--- config.mk ---
export PLATFORM = sky130hd
export DESIGN_NAME = mem_ctrl
export DESIGN_NICKNAME = d
export VERILOG_FILES = /design/src/rtl/mem_pkg.sv /design/src/rtl/mem_ctrl.sv
export SDC_FILE = /design/constraint.sdc
export NUM_CORES = 1
export LEC_CHECK = 0
export ABC_AREA = 1
export CORE_ASPECT_RATIO = 0.75
export CORE_MARGIN = 1.5
export CORE_UTILIZATION = 40
export CTS_CLUSTER_SIZE = 10
export DETAILED_ROUTE_END_ITERATION = 12
export PLACE_DENSITY = 0.79
export SETUP_SLACK_MARGIN = 0.4
export SKIP_CTS_REPAIR_TIMING = 1
export SYNTH_ARGS = -nofsm -noshare
export SYNTH_HDL_FRONTEND = slang
export SYNTH_SLANG_ARGS = --single-unit
--- constraint.sdc ---
create_clock -name clk -period 1.5 [get_ports clk]
set_input_delay 0.3 -clock clk [delete_from_list [all_inputs] [get_ports clk]]
set_output_delay 0.3 -clock clk [all_outputs]
set_load 0.1 [all_outputs]
--- src/rtl/mem_pkg.sv ---
// mem_pkg: shared definitions for the word-memory controller and its memory.
//   - default address/data widths (shared with the memory instance)
//   - controller state encoding
//   - request record (wr, addr, wdata)
package mem_pkg;

    localparam int MEM_ADDR_SIZE = 10;
    localparam int MEM_WORD_SIZE = 8;
    localparam int MEM_ERR_CNT_W = 8;

    // VERIFY is only reached when MEM_CTRL_VERIFY_EN is defined.
    typedef enum logic [2:0] {
        IDLE   = 3'd0,
        SETUP  = 3'd1,
        STROBE = 3'd2,
        HOLD   = 3'd3,
        SAMPLE = 3'd4,
        VERIFY = 3'd5
    } state_t;

    typedef struct packed {
        logic                     wr;
        logic [MEM_ADDR_SIZE-1:0] addr;
        logic [MEM_WORD_SIZE-1:0] wdata;
    } req_t;

endpackage

--- src/rtl/mem_ctrl.sv ---
// mem_ctrl: initiator for the asynchronous-write word memory.
// Takes one read/write request at a time over valid/ready, sequences
// cs/wr so that address and data are stable with cs high before wr rises
// and wr falls before cs drops, and returns a one-cycle response pulse.
//
// Optional feature macro: MEM_CTRL_VERIFY_EN
//   Writes read the word back (HOLD -> VERIFY) and flag a mismatch on
//   rsp_err, counted in the saturating err_cnt. Without it both are 0.
//
// Ports:
//   clk, rst_n            clock (rising edge), async active-low reset
//   req_valid/req_ready   request handshake (ready only in IDLE)
//   req_wr/addr/wdata     request fields, latched at acceptance
//   rsp_valid             one-cycle completion pulse
//   rsp_rdata             read data, held until the next read completes
//   rsp_err, err_cnt      readback mismatch flag / saturating count
//   mem_addr/din/wr/cs    strobes to the memory
//   mem_dout              combinational read data from the memory
//
// state  | meaning
// IDLE   | ready for a request, cs low
// SETUP  | address/data driven, cs high, wr low
// STROBE | wr high, memory captures the word on its rising edge
// HOLD   | wr low again, cs still high
// SAMPLE | read data settles, captured at the exit edge
// VERIFY | write readback compare (feature builds only)
module mem_ctrl
    import mem_pkg::*;
#(
    parameter int ADDR_SIZE = MEM_ADDR_SIZE,
    parameter int WORD_SIZE = MEM_WORD_SIZE,
    parameter int ERR_CNT_W = MEM_ERR_CNT_W
) (
    input  logic                 clk,
    input  logic                 rst_n,
    input  logic                 req_valid,
    output logic                 req_ready,
    input  logic                 req_wr,
    input  logic [ADDR_SIZE-1:0] req_addr,
    input  logic [WORD_SIZE-1:0] req_wdata,
    output logic                 rsp_valid,
    output logic [WORD_SIZE-1:0] rsp_rdata,
    output logic                 rsp_err,
    output logic [ERR_CNT_W-1:0] err_cnt,
    output logic [ADDR_SIZE-1:0] mem_addr,
    output logic [WORD_SIZE-1:0] mem_din,
    output logic                 mem_wr,
    output logic                 mem_cs,
    input  logic [WORD_SIZE-1:0] mem_dout
);

    state_t state, state_d;
    logic   wr_q;
    logic   accept;
    logic   done;

    assign accept = req_valid && req_ready;
    assign done   = (state != IDLE) && (state_d == IDLE);

    always_comb begin
        state_d = state;
        case (state)
            IDLE:    if (accept) state_d = SETUP;
            SETUP:   state_d = wr_q ? STROBE : SAMPLE;
            STROBE:  state_d = HOLD;
`ifdef MEM_CTRL_VERIFY_EN
            HOLD:    state_d = VERIFY;
            VERIFY:  state_d = IDLE;
`else
            HOLD:    state_d = IDLE;
`endif
            SAMPLE:  state_d = IDLE;
            default: state_d = IDLE;
        endcase
    end

    // Strobes are decoded from the next state so every output is a flop.
    // mem_addr/mem_din double as the latched request fields and therefore
    // only move on acceptance (IDLE -> SETUP).
    always_ff @(posedge clk or negedge rst_n) begin
        if (!rst_n) begin
            state     <= IDLE;
            wr_q      <= 1'b0;
            req_ready <= 1'b1;
            mem_cs    <= 1'b0;
            mem_wr    <= 1'b0;
            mem_addr  <= '0;
            mem_din   <= '0;
            rsp_valid <= 1'b0;
            rsp_rdata <= '0;
        end else begin
            state     <= state_d;
            req_ready <= (state_d == IDLE);
            mem_cs    <= (state_d != IDLE);
            mem_wr    <= (state_d == STROBE);
            rsp_valid <= done;
            if (accept) begin
                wr_q     <= req_wr;
                mem_addr <= req_addr;
                mem_din  <= req_wdata;
            end
            if (state == SAMPLE) rsp_rdata <= mem_dout;
        end
    end

`ifdef MEM_CTRL_VERIFY_EN
    logic mismatch;
    assign mismatch = (state == VERIFY) && (mem_dout != mem_din);

    always_ff @(posedge clk or negedge rst_n) begin
        if (!rst_n) begin
            rsp_err <= 1'b0;
            err_cnt <= '0;
        end else begin
            rsp_err <= mismatch;
            if (mismatch && (err_cnt != '1)) err_cnt <= err_cnt + 1'b1;
        end
    end
`else
    assign rsp_err = 1'b0;
    assign err_cnt = '0;
`endif

endmodule

==> impl_metrics.py, run 1 <==
metrics = {
    "synthesis": {
        "syn_inst": 161,
        "synth_cell_types": 19,
        "yosys_warnings": 0,
        "async_flop_share": 1.00,
        "synth.most_common_cell": "nand2_1",
        "ys_ff_latch": 34,
        "avgSynthCellArea_um2": 9.08,
        "yosysTopAreaCell": "dfrtp_1",
        "synth-edff-count": 0,
        "syn-cell-area_um2": 1460,
        "ys_top_cells_by_area": "dfrtp_1 56%, nand2_1 15%, nand3_1 8.9%",
        "synthTopCellsByCount": "58 x nand2_1, 33 x dfrtp_1, 26 x nand3_1",
        "yosys_most_used_dff": "dfrtp_1",
        "synth-seq-area-share": 0.583,
        "synth_top_area_frac": 0.565,
    },
    "final_layout": {
        "fin_cells": 287,
        "nets": 266,
        "area_growth_pct": 84.0,
        "post-route-util": 0.791,
        "num_antenna_cells": 0,
        "num-fill-cells": 189,
        "drive_gt1_frac": 0.447,
    },
    "worst_setup_path": {
        "rr_startpoint": "req_ready",
        "worst_path_max_delay_cell": "dfstp_4",
        "critPathMaxFanout": 2,
        "crit_arrival_ps": 1080,
        "startpoint_type": "register",
        "path_cells": "buf_12",
        "cp_top_family": "flip-flops",
        "ff2ff_setup_slack_ps": 240,
        "r2r-end": "req_ready",
        "cpPeakStageDelay_ps": 630,
        "reg2regPathDepth": 6,
        "crit_buf_inv": 1,
        "cp.required_ps": 1200,
        "worstSetupPathType": "register to output port",
        "end_kind": "output port",
    },
    "global_route": {
        "overflow": 0,
        "grt_pass1_vias": 1250,
        "groute.usage.overall": 0.196,
        "antenna_found_initial": 0,
        "grt_start_max_net_pins": 22,
        "grt_pass1_wl_um": 5900,
    },
    "clock_network": {
        "cts_buffers": 5,
        "cts_tree": "yes",
        "cts.reportedPaths.clkPinSlew_ps": 70,
        "clock_sink_count": 34,
        "root_buffer": "clkbuf_8",
        "cts_buffer_depth": 2,
        "clock_latency_ps": 290,
        "htree_levels": 2,
    },
    "sta": {
        "rsz0062_at_grt": "yes",
        "setup_viol_count_final": 0,
        "final.period_utilization": 0.922,
        "finalHoldViolCount": 0,
        "slew_viol_final": 0,
        "fin_crit_ps": 1380,
        "setup_total_negative_slack_ps": 0,
        "fin_skew_ps": 10.6,
        "fmax_mhz": 723,
    },
    "floorplanning": {
        "die_y_um": 55.4,
        "die_w_um": 72.8,
        "coreArea_um2": 3400,
        "start_util": 0.430,
        "die_area_um2": 4030,
        "io_pins": 69,
        "rows": 18,
    },
    "place": {
        "dp_hpwl_um": 2530,
        "gp_congestion": 0.796,
        "dp_cells": 265,
        "io_buffers": 59,
    },
    "run": {
        "drv_cap": 0,
    },
    "routing": {
        "avgViaCountPerCell": 4.66,
        "drc_errors": 0,
        "wl_per_cell_um": 14.3,
        "dr.pass1.iters": 4,
        "first_iter_violations": 127,
        "antenna_left": 0,
        "vias": 1338,
        "routed_wl_um": 4100,
    },
    "worst_hold_path": {
        "hp-class": "input pin to asynchronous set/reset pin",
    },
    "run_status": {
        "status": "finished clean",
    },
}
cell usage in the layout (no fill, tap or decap), types with 2 or more instances in the layout:
cell type,instances
nand2_1,47
buf_12,32
dfrtp_2,31
clkdlybuf4s50_1,27
nand3_1,26
buf_4,13
nand2_2,10
conb_1,9
inv_1,8
nor2_1,6
clkbuf_8,6
nand2_4,3
nand2_8,2
nor2_4,2
dfrtp_1,2
stage by stage:
stage,hold slack (ps),worst slack [ps],instance area (um2)
2_1_floorplan,4.41,141,1550
3_3_place_gp,262,131,2410
3_5_place_dp,266,68.1,2410
4_1_cts,-47.3,66.2,2500
5_1_grt,527,90.3,2690
6_report,497,117,2690
metal layers:
| layer | global-route usage | routed length (um) |
|---|---|---|
| met1 | 0.257 | 1700 |
| met3 | 0.0730 | 206 |
| met4 | 0.0755 | 53 |
| met5 | 0 | 0 |
| met2 | 0.294 | 2140 |
how the worst max path moves through the flow:
stage | startpoint | cells past startpoint | endpoint
finish | req_ready | 1 | req_ready
global route | req_ready | 1 | req_ready
CTS | req_ready | 1 | req_ready
detailed placement | req_valid | 6 | req_ready
global placement | req_valid | 6 | req_ready
floorplan | req_ready | 5 | wr_q
flip-flops by register name, summed over array words and instances, names as in the netlist:
register and flops:
mem_din 8, mem_cs 1, state 3, req_ready 1, mem_addr 10, rsp_valid 1, mem_wr 1, wr_q 1
rsp_rdata 8
logic make-up (layout without fill, tap and decap cells):
family          count (synthesis)  in the layout  share of synthesized area
other cells                     1              9                    0.00256
simple gates                   98             99                      0.299
compound gates                  3              3                     0.0103
buf+inv                        25             92                      0.105
flops                          34             34                      0.583
area by class of cell:
type / instances / area (um2) / share of cell area
repair buffers: 76 / 1050 / 0.389
flip-flops and latches: 34 / 895 / 0.332
multi-input cells: 111 / 566 / 0.210
clock buffers: 7 / 86.3 / 0.0321
well taps: 50 / 62.6 / 0.0232
inverters: 8 / 30.0 / 0.0112
clock inverters: 1 / 5.00 / 0.00186
Power of run 1 is left out: the tool's default activity adds up to more than one toggle a clock period on the data nets, which glitch-free logic cannot reach.
==> run 2, diff against run 1 <==
HOLD_SLACK_MARGIN = 0.1   (was default)
==> results of run 2 <==
Final layout, timing and power as in run 1 (identical DEF).
Power of run 2 is left out for the same reason.
==> run 3, diff against run 2 <==
CAP_MARGIN = 20   (was default)
==> results of run 3 <==
Final layout, timing and power as in run 1 (identical DEF).
Power of run 3 is left out for the same reason.
